--- src/rtl/feed_a.sv ---
// feed_a: reads A row segments from BRAM and feeds them diagonally skewed into the systolic array
//   in : clk, rst, start_cal, block_ack, bram_rddata_a
//   out: feed_busy, block_done, feed_done, bram_clk_a, bram_en_a, bram_addr_a,
//        a_ins (lane i = [i*W +: W]), a_valid, debug_state, debug_row_cnt, debug_blk_cnt
module feed_a #(
    parameter int W             = 8,
    parameter int N             = 16,
    parameter int BRAM_W        = 256,
    parameter int BRAM_AW       = 10,
    parameter int DATA_A_SIZE_X = 64,
    parameter int DATA_A_SIZE_Y = 64,
    localparam int NBLK = DATA_A_SIZE_X / N,
    localparam int SEG  = BRAM_W / (N * W),
    localparam int WPR  = DATA_A_SIZE_X * W / BRAM_W,
    localparam int RW   = DATA_A_SIZE_Y > 1 ? $clog2(DATA_A_SIZE_Y) : 1,
    localparam int BW   = NBLK > 1 ? $clog2(NBLK) : 1,
    localparam int SW   = SEG > 1 ? $clog2(SEG) : 1
) (
    input  logic                clk,
    input  logic                rst,
    input  logic                start_cal,
    input  logic                block_ack,
    output logic                feed_busy,
    output logic                block_done,
    output logic                feed_done,
    output logic                bram_clk_a,
    output logic                bram_en_a,
    output logic [BRAM_AW-1:0]  bram_addr_a,
    input  logic [BRAM_W-1:0]   bram_rddata_a,
    output logic [N*W-1:0]      a_ins,
    output logic [N-1:0]        a_valid,
    output logic [2:0]          debug_state,
    output logic [RW-1:0]       debug_row_cnt,
    output logic [BW-1:0]       debug_blk_cnt
);
    typedef enum logic [2:0] {IDLE = 3'd0, READ = 3'd1, DRAIN = 3'd2, WAIT_ACK = 3'd3} state_t;

    state_t state_q, state_d;
    logic [RW-1:0] row_q, row_d;
    logic [BW-1:0] blk_q, blk_d;
    logic en_d1;
    logic [SW-1:0] seg_d1;
    logic [SEG-1:0][N*W-1:0] words;
    logic [N*W-1:0] seg_word;
    logic empty;

    assign bram_clk_a    = clk;
    assign feed_busy     = state_q != IDLE;
    assign debug_state   = state_q;
    assign debug_row_cnt = row_q;
    assign debug_blk_cnt = blk_q;
    assign words         = bram_rddata_a;
    assign seg_word      = words[seg_d1];
    // block is finished once nothing is left in flight, i.e. the cycle after the last lane's last valid
    assign empty         = !en_d1 && !(|a_valid);
    assign bram_addr_a   = bram_en_a ? BRAM_AW'(int'(row_q) * WPR + int'(blk_q) / SEG) : '0;

    always_ff @(posedge clk) begin
        if (rst) begin
            state_q <= IDLE;
            row_q   <= '0;
            blk_q   <= '0;
        end else begin
            state_q <= state_d;
            row_q   <= row_d;
            blk_q   <= blk_d;
        end
    end

    always_comb begin
        state_d    = state_q;
        row_d      = row_q;
        blk_d      = blk_q;
        bram_en_a  = 1'b0;
        block_done = 1'b0;
        feed_done  = 1'b0;
        case (state_q)
            IDLE: if (start_cal) begin
                state_d = READ;
                row_d   = '0;
                blk_d   = '0;
            end
            READ: begin
                bram_en_a = 1'b1;
                if (row_q == RW'(DATA_A_SIZE_Y - 1)) state_d = DRAIN;
                else row_d = row_q + 1'b1;
            end
            DRAIN: if (empty) begin
                block_done = 1'b1;
                feed_done  = blk_q == BW'(NBLK - 1);
                state_d    = feed_done ? IDLE : WAIT_ACK;
            end
            WAIT_ACK: if (block_ack) begin
                state_d = READ;
                row_d   = '0;
                blk_d   = blk_q + 1'b1;
            end
            default: state_d = IDLE;
        endcase
    end

    // segment select rides along with the read request through the BRAM latency
    always_ff @(posedge clk) begin
        if (rst) begin
            en_d1  <= 1'b0;
            seg_d1 <= '0;
        end else begin
            en_d1  <= bram_en_a;
            seg_d1 <= SW'(int'(blk_q) % SEG);
        end
    end

    // lane i: one capture stage plus i delay stages; data is zeroed whenever the lane is idle
    for (genvar i = 0; i < N; i++) begin : g_lane
        logic [W-1:0] d [0:i];
        logic         v [0:i];
        always_ff @(posedge clk) begin
            if (rst) begin
                for (int k = 0; k <= i; k++) begin
                    d[k] <= '0;
                    v[k] <= 1'b0;
                end
            end else begin
                d[0] <= en_d1 ? seg_word[i*W +: W] : '0;
                v[0] <= en_d1;
                for (int k = 1; k <= i; k++) begin
                    d[k] <= d[k-1];
                    v[k] <= v[k-1];
                end
            end
        end
        assign a_valid[i]        = v[i];
        assign a_ins[i*W +: W]   = v[i] ? d[i] : '0;
    end
endmodule

--- config.mk ---
export PLATFORM = sky130hd
export DESIGN_NAME = feed_a
export DESIGN_NICKNAME = d
export VERILOG_FILES = /design/src/rtl/feed_a.sv
export SDC_FILE = /design/constraint.sdc
export NUM_CORES = 1
export LEC_CHECK = 0
export BUFFER_PORTS_ARGS = -buffer_cell sky130_fd_sc_hd__buf_2
export CAP_MARGIN = 20
export CORE_UTILIZATION = 56
export DETAILED_ROUTE_END_ITERATION = 6
export PLACE_DENSITY = 0.9
export SETUP_SLACK_MARGIN = 0.05
export SYNTH_ARGS = -nofsm -noshare
export SYNTH_HDL_FRONTEND = slang
export SYNTH_SLANG_ARGS = --single-unit
--- constraint.sdc ---
create_clock -name clk -period 2.1 [get_ports clk]
set_clock_uncertainty 0.1 [all_clocks]
set_input_delay 0.315 -clock clk [delete_from_list [all_inputs] [get_ports clk]]
set_output_delay 0.315 -clock clk [all_outputs]
set_load 0.02 [all_outputs]
---- Yosys cells after proc, flatten, opt, wreduce, memory -nomap -nowiden ----
Memories as Yosys holds them, arrays and structs flattened.
Cells that the tools add are included.
storage, ports and cells
  bits in registers ....................... 13
  bits in latches ......................... 0
  bits in writable memories ............... 1224
  memory bits (read-only) ................. 0
  input bits .............................. 260
  output and inout bits ................... 170
  word-level logic and storage cells ...... 664
  memories ................................ 32
memories
  memory        depth  bits a word  read ports  clocked after memory_dff  write ports  line  RTL
  g_lane[15].d  16     8            16          0                         16           115   logic [W-1:0] d [0:i];
  g_lane[14].d  15     8            15          0                         15           115
  g_lane[13].d  14     8            14          0                         14           115
  g_lane[12].d  13     8            13          0                         13           115
  g_lane[11].d  12     8            12          0                         12           115
  g_lane[10].d  11     8            11          0                         11           115
  +26 memories  -      -            -           -                         -            -
operators by class
  add/subtract/negate cells ............... 3
  $mul .................................... 0
  div/mod/pow operators ................... 0
  magnitude comparators ................... 1
  equal/unequal tests ..................... 10
  shift operators ......................... 0
  muxes and demuxes ....................... 330
  bitwise operators ....................... 270
  reduce and logical (&&, ||, !) cells .... 13
operators with widths
  kind                 count
  $mux 8               169
  $or 1x1->1           270
  $mux 128             2
  $mux 1               146
  $mux 6               3
  $pmux 6 s3           1
  $reduce_or 16->1     1
  $mux 3               4
  $pmux 3 s4           1
  $ne 2x2->1 const B   5
  $add 7x1->8          1
  $reduce_and 4->1     2
  $reduce_or 8->1      1
  $add 6x1->6 const B  1
  $eq 3x2->1 const B   2
  $eq 6x6->1 const B   1
  $mux 2               3
  $reduce_bool 3->1    2
  $pmux 2 s2           1
  $eq 3x1->1 const B   1
  $logic_not 3->1      1
  $reduce_and 3->1     1
  $add 2x1->2 const B  1
  $eq 2x2->1 const B   1
  5 further kinds      6

---- Longest topological paths before layout ----
An unclocked memory read counts as a cell.
  word-level depth ........................ 6
  mapped depth ............................ 7
  depth with buffers taken out ............ 7

==> impl_metrics.ini <==
[sta]
finalWorstSetupSlack_ns = -0.665
setup_violations = 19
final.period_utilization = 1.32
tightest_slew_ns = 0.638
slew_viol_final = 0
max-slew-margin-rel = 0.575
rsz0062_at_grt = yes
period_needed_ns = 2.77
fmax_ghz = 0.362
hold_viol = 0

[cells_and_area]
area_growth_pct = 30.8
utilization = 0.745
design_area_sq_mm = 0.0421
final_nets = 3684
nFillCells = 3120
drive_gt1_frac = 0.215

[detailed_routing]
ant_nets = 0
drt-vias-per-instance = 4.84
wl_um = 81300
drt_first_pass_iters = 7
drc = 0
dr.first_iter.drc_count = 1163
routedWlPerCell_um = 19.1
vias = 20600

[flow_run]
maxCapViolCount = 0

[logic_synthesis]
syn_area_sq_mm = 0.0322
ys.flop_type = dfxtp_1
yosys.cell_types.count = 38
synth_edf_count = 0
netlist_instances = 2713
yosys_register_bits = 1116
async_flop_share = 0
yosys_warnings = 0
syn_area_per_cell_sq_um = 11.9
ys_seq_area_frac = 0.693

[floorplanning]
die-height_um = 242
pin_count = 430
initial_core_util = 0.569
floorplan.core_area_sq_mm = 0.0566
die-area_sq_mm = 0.0585
die_w_um = 242
num_rows = 87

[critical_path]
r2r.worst_path.cells = 6
cpPeakStageDelay_ns = 0.47
crit_cells = 5
worstPathBufferInverterCount = 1
crit_path_top_delay_cell = dfxtp_1
cpLargestDelayFamily = simple AND/OR/NAND/NOR gates
cp-end-kind = output pin
arrival_ns = 2.35
path_cells = ha_1, nand2b_1, nor4_2, and2_4, buf_6
crit_path_max_fanout = 4
cp.required_ns = 1.68
critical_path_class = flop to output pin
cp-start-kind = flop

[pwr]
pwr-share-comb = 0.066
pwr-share-seq = 0.496
netSwitchingFraction = 0.223
p_per_area_mw_per_mm2 = 1040
power.net_switching_w = 0.00975
ir_worst_vdd_uv = 753
clkPwrFrac = 0.438
internal_power_w = 0.0339
power_leakage_nw = 17.5

[cts]
path_clk_slew_ns = 0.07
clock_latency_ns = 0.75
cts_tree = built

[placed_design]
place_congestion = 0.849
io_buffers = 425
dp_hpwl_um = 34100
place_area_sq_mm = 0.0352

[grt]
grt_max_degree = 119
grt_pass1_wl_um = 114000
overflow = 0
antenna_found_initial = 2
grt_pass1_vias = 21200
top_usage_layer = met2
met1_usage = 0.263
grt_usage = 0.249
gr-usage-met2 = 0.450
grt_util_met3 = 0.0584

[min_path]
hold-path-cell-count = 4
hold_class = input port to flop

[run_status]
violations = setup timing
status = finished with violations
==> worst reg2reg max path, stage by stage (launching register included) <==
cell and delay, ns:
dfxtp_1 0.53, ha_1 0.31, nand4_1 0.16, buf_4 0.22
a211oi_4 0.39, nand2_1 0.16, a221oi_2 0.34
==> cell usage in the layout (no fill, tap or decap), types with 3 or more instances in the layout <==
cell	Yosys	routed
buf_2	30	365
inv_2	0	4
bufinv_16	0	10
mux2i_1	129	128
nor4_2	1	3
nor2_1	134	134
and2_1	135	101
dfxtp_1	1116	1097
inv_6	0	7
clkinvlp_4	0	7
clkinv_2	0	20
dfxtp_2	0	9
clkbuf_1	111	17
nand2_1	4	3
nor2b_1	979	979
and2_4	0	34
a21oi_1	6	4
o21ai_0	6	5
clkbuf_16	0	105
buf_8	0	6
conb_1	1	4
dlygate4sd3_1	0	259
dfxtp_4	0	10
clkbuf_8	0	21
buf_4	16	60
buf_12	0	16
buf_6	0	42
clkbuf_4	0	4
==> cell families (layout without fill, tap and decap cells) <==
kind of cell	Yosys count	in the layout	share of synthesized area
and+or+nand+nor	1272	1272	0.236
DFF	1116	1116	0.693
buffers and inverters	166	952	0.0224
muxes	129	129	0.0401
AOI/OAI and AO/OA	23	23	0.00524
adders and majority gates	6	6	0.00233
other	1	5	0.000116
==> path summary, 6_finish.rpt <==
| check | start | to | slack, ns |
|---|---|---|---|
| worst min register to register | g_lane[12].d[0][71] | g_lane[12].d[0][79] | 0.32 |
| worst min-delay path | bram_rddata_a[214] | g_lane[10].d[0][6] | 0.26 |
| worst max-delay path | debug_blk_cnt[1] | feed_done | -0.67 |
| worst max register to register | debug_row_cnt[1] | debug_state[1] | -0.21 |
==> routing by layer <==
| layer | share of wire | vias up |
|---|---|---|
| li1 | - | 9707 |
| met1 | 0.37 | 9597 |
| met2 | 0.50 | 948 |
| met3 | 0.065 | 354 |
| met4 | 0.067 | 2 |
| met5 | 0.00015 | - |
==> cells in the mapped netlist, types with 2 or more instances <==
library cell / instances / area [sq um]
a21oi_1: 6 / 30.0
and2_1: 135 / 845
and2_2: 2 / 15.0
buf_2: 30 / 150
buf_4: 16 / 120
clkbuf_1: 111 / 417
dfxtp_1: 1116 / 22300
ha_1: 6 / 75.1
inv_1: 7 / 26.3
mux2i_1: 129 / 1290
nand2_1: 4 / 15.0
nand2b_1: 3 / 18.8
nand3_1: 2 / 10.0
nand4_1: 2 / 12.5
nor2_1: 134 / 503
nor2b_1: 979 / 6120
nor4_1: 3 / 18.8
o21ai_0: 6 / 30.0
or3_1: 3 / 18.8
==> sequential cells by signal, summed over array words and instances (netlist names) <==
signal	count
g_lane.d	1088
g_lane.v	16
debug_row_cnt	6
debug_blk_cnt	2
debug_state	2
en_d1	1
seg_d1	1
==> cell type report <==
| cell class | instances | area, sq um | share of cell area |
|---|---|---|---|
| clock buffers | 142 | 2940 | 0.0696 |
| repair buffers | 756 | 5900 | 0.140 |
| flip-flops and latches | 1116 | 22400 | 0.531 |
| inverters | 7 | 28.8 | 0.000683 |
| multi-input cells | 1434 | 9400 | 0.223 |
| clock inverters | 47 | 551 | 0.0131 |
| well taps | 756 | 946 | 0.0224 |
| diodes | 1 | 2.50 | 0.0000594 |
==> what timing repair did <==
item / in CTS / in global routing
gates cloned: 0 / 5
endpoints found under the hold margin: 131 / 0
gates resized for setup: 100 / 123
setup endpoints to repair: 68 / 161
hold buffers: 260 / 0
buffers inserted: 7 / 15
pin swaps: 5 / 11
==> power groups by stage <==
stage          registers, W  clock network, W  logic (W)
2_1_floorplan        0.0221         0.0000556    0.00106
6_report             0.0217            0.0191    0.00288
4_1_cts              0.0216            0.0190    0.00238
5_1_grt              0.0217            0.0203    0.00297
3_3_place_gp         0.0221         0.0000445    0.00165
3_5_place_dp         0.0221         0.0000445    0.00171
==> per-stage QoR <==
| step | hold slack [ns] | TNS, ns | std cells | total power (W) | worst slack, ns |
|---|---|---|---|---|---|
| 6_report | 0.261 | -2.95 | 4259 | 0.0437 | -0.665 |
| 5_1_grt | 0.240 | -3.71 | 4258 | 0.0450 | -0.627 |
| 4_1_cts | 0.215 | -1.18 | 4239 | 0.0430 | -0.363 |
| 3_5_place_dp | 0.320 | 0 | 3784 | 0.0238 | 0.199 |
| 3_3_place_gp | 0.316 | 0 | 3784 | 0.0238 | 0.267 |
| 2_1_floorplan | 0.314 | 0 | 2716 | 0.0232 | 0.128 |
Note: power is estimated with default switching activity, not from simulation.
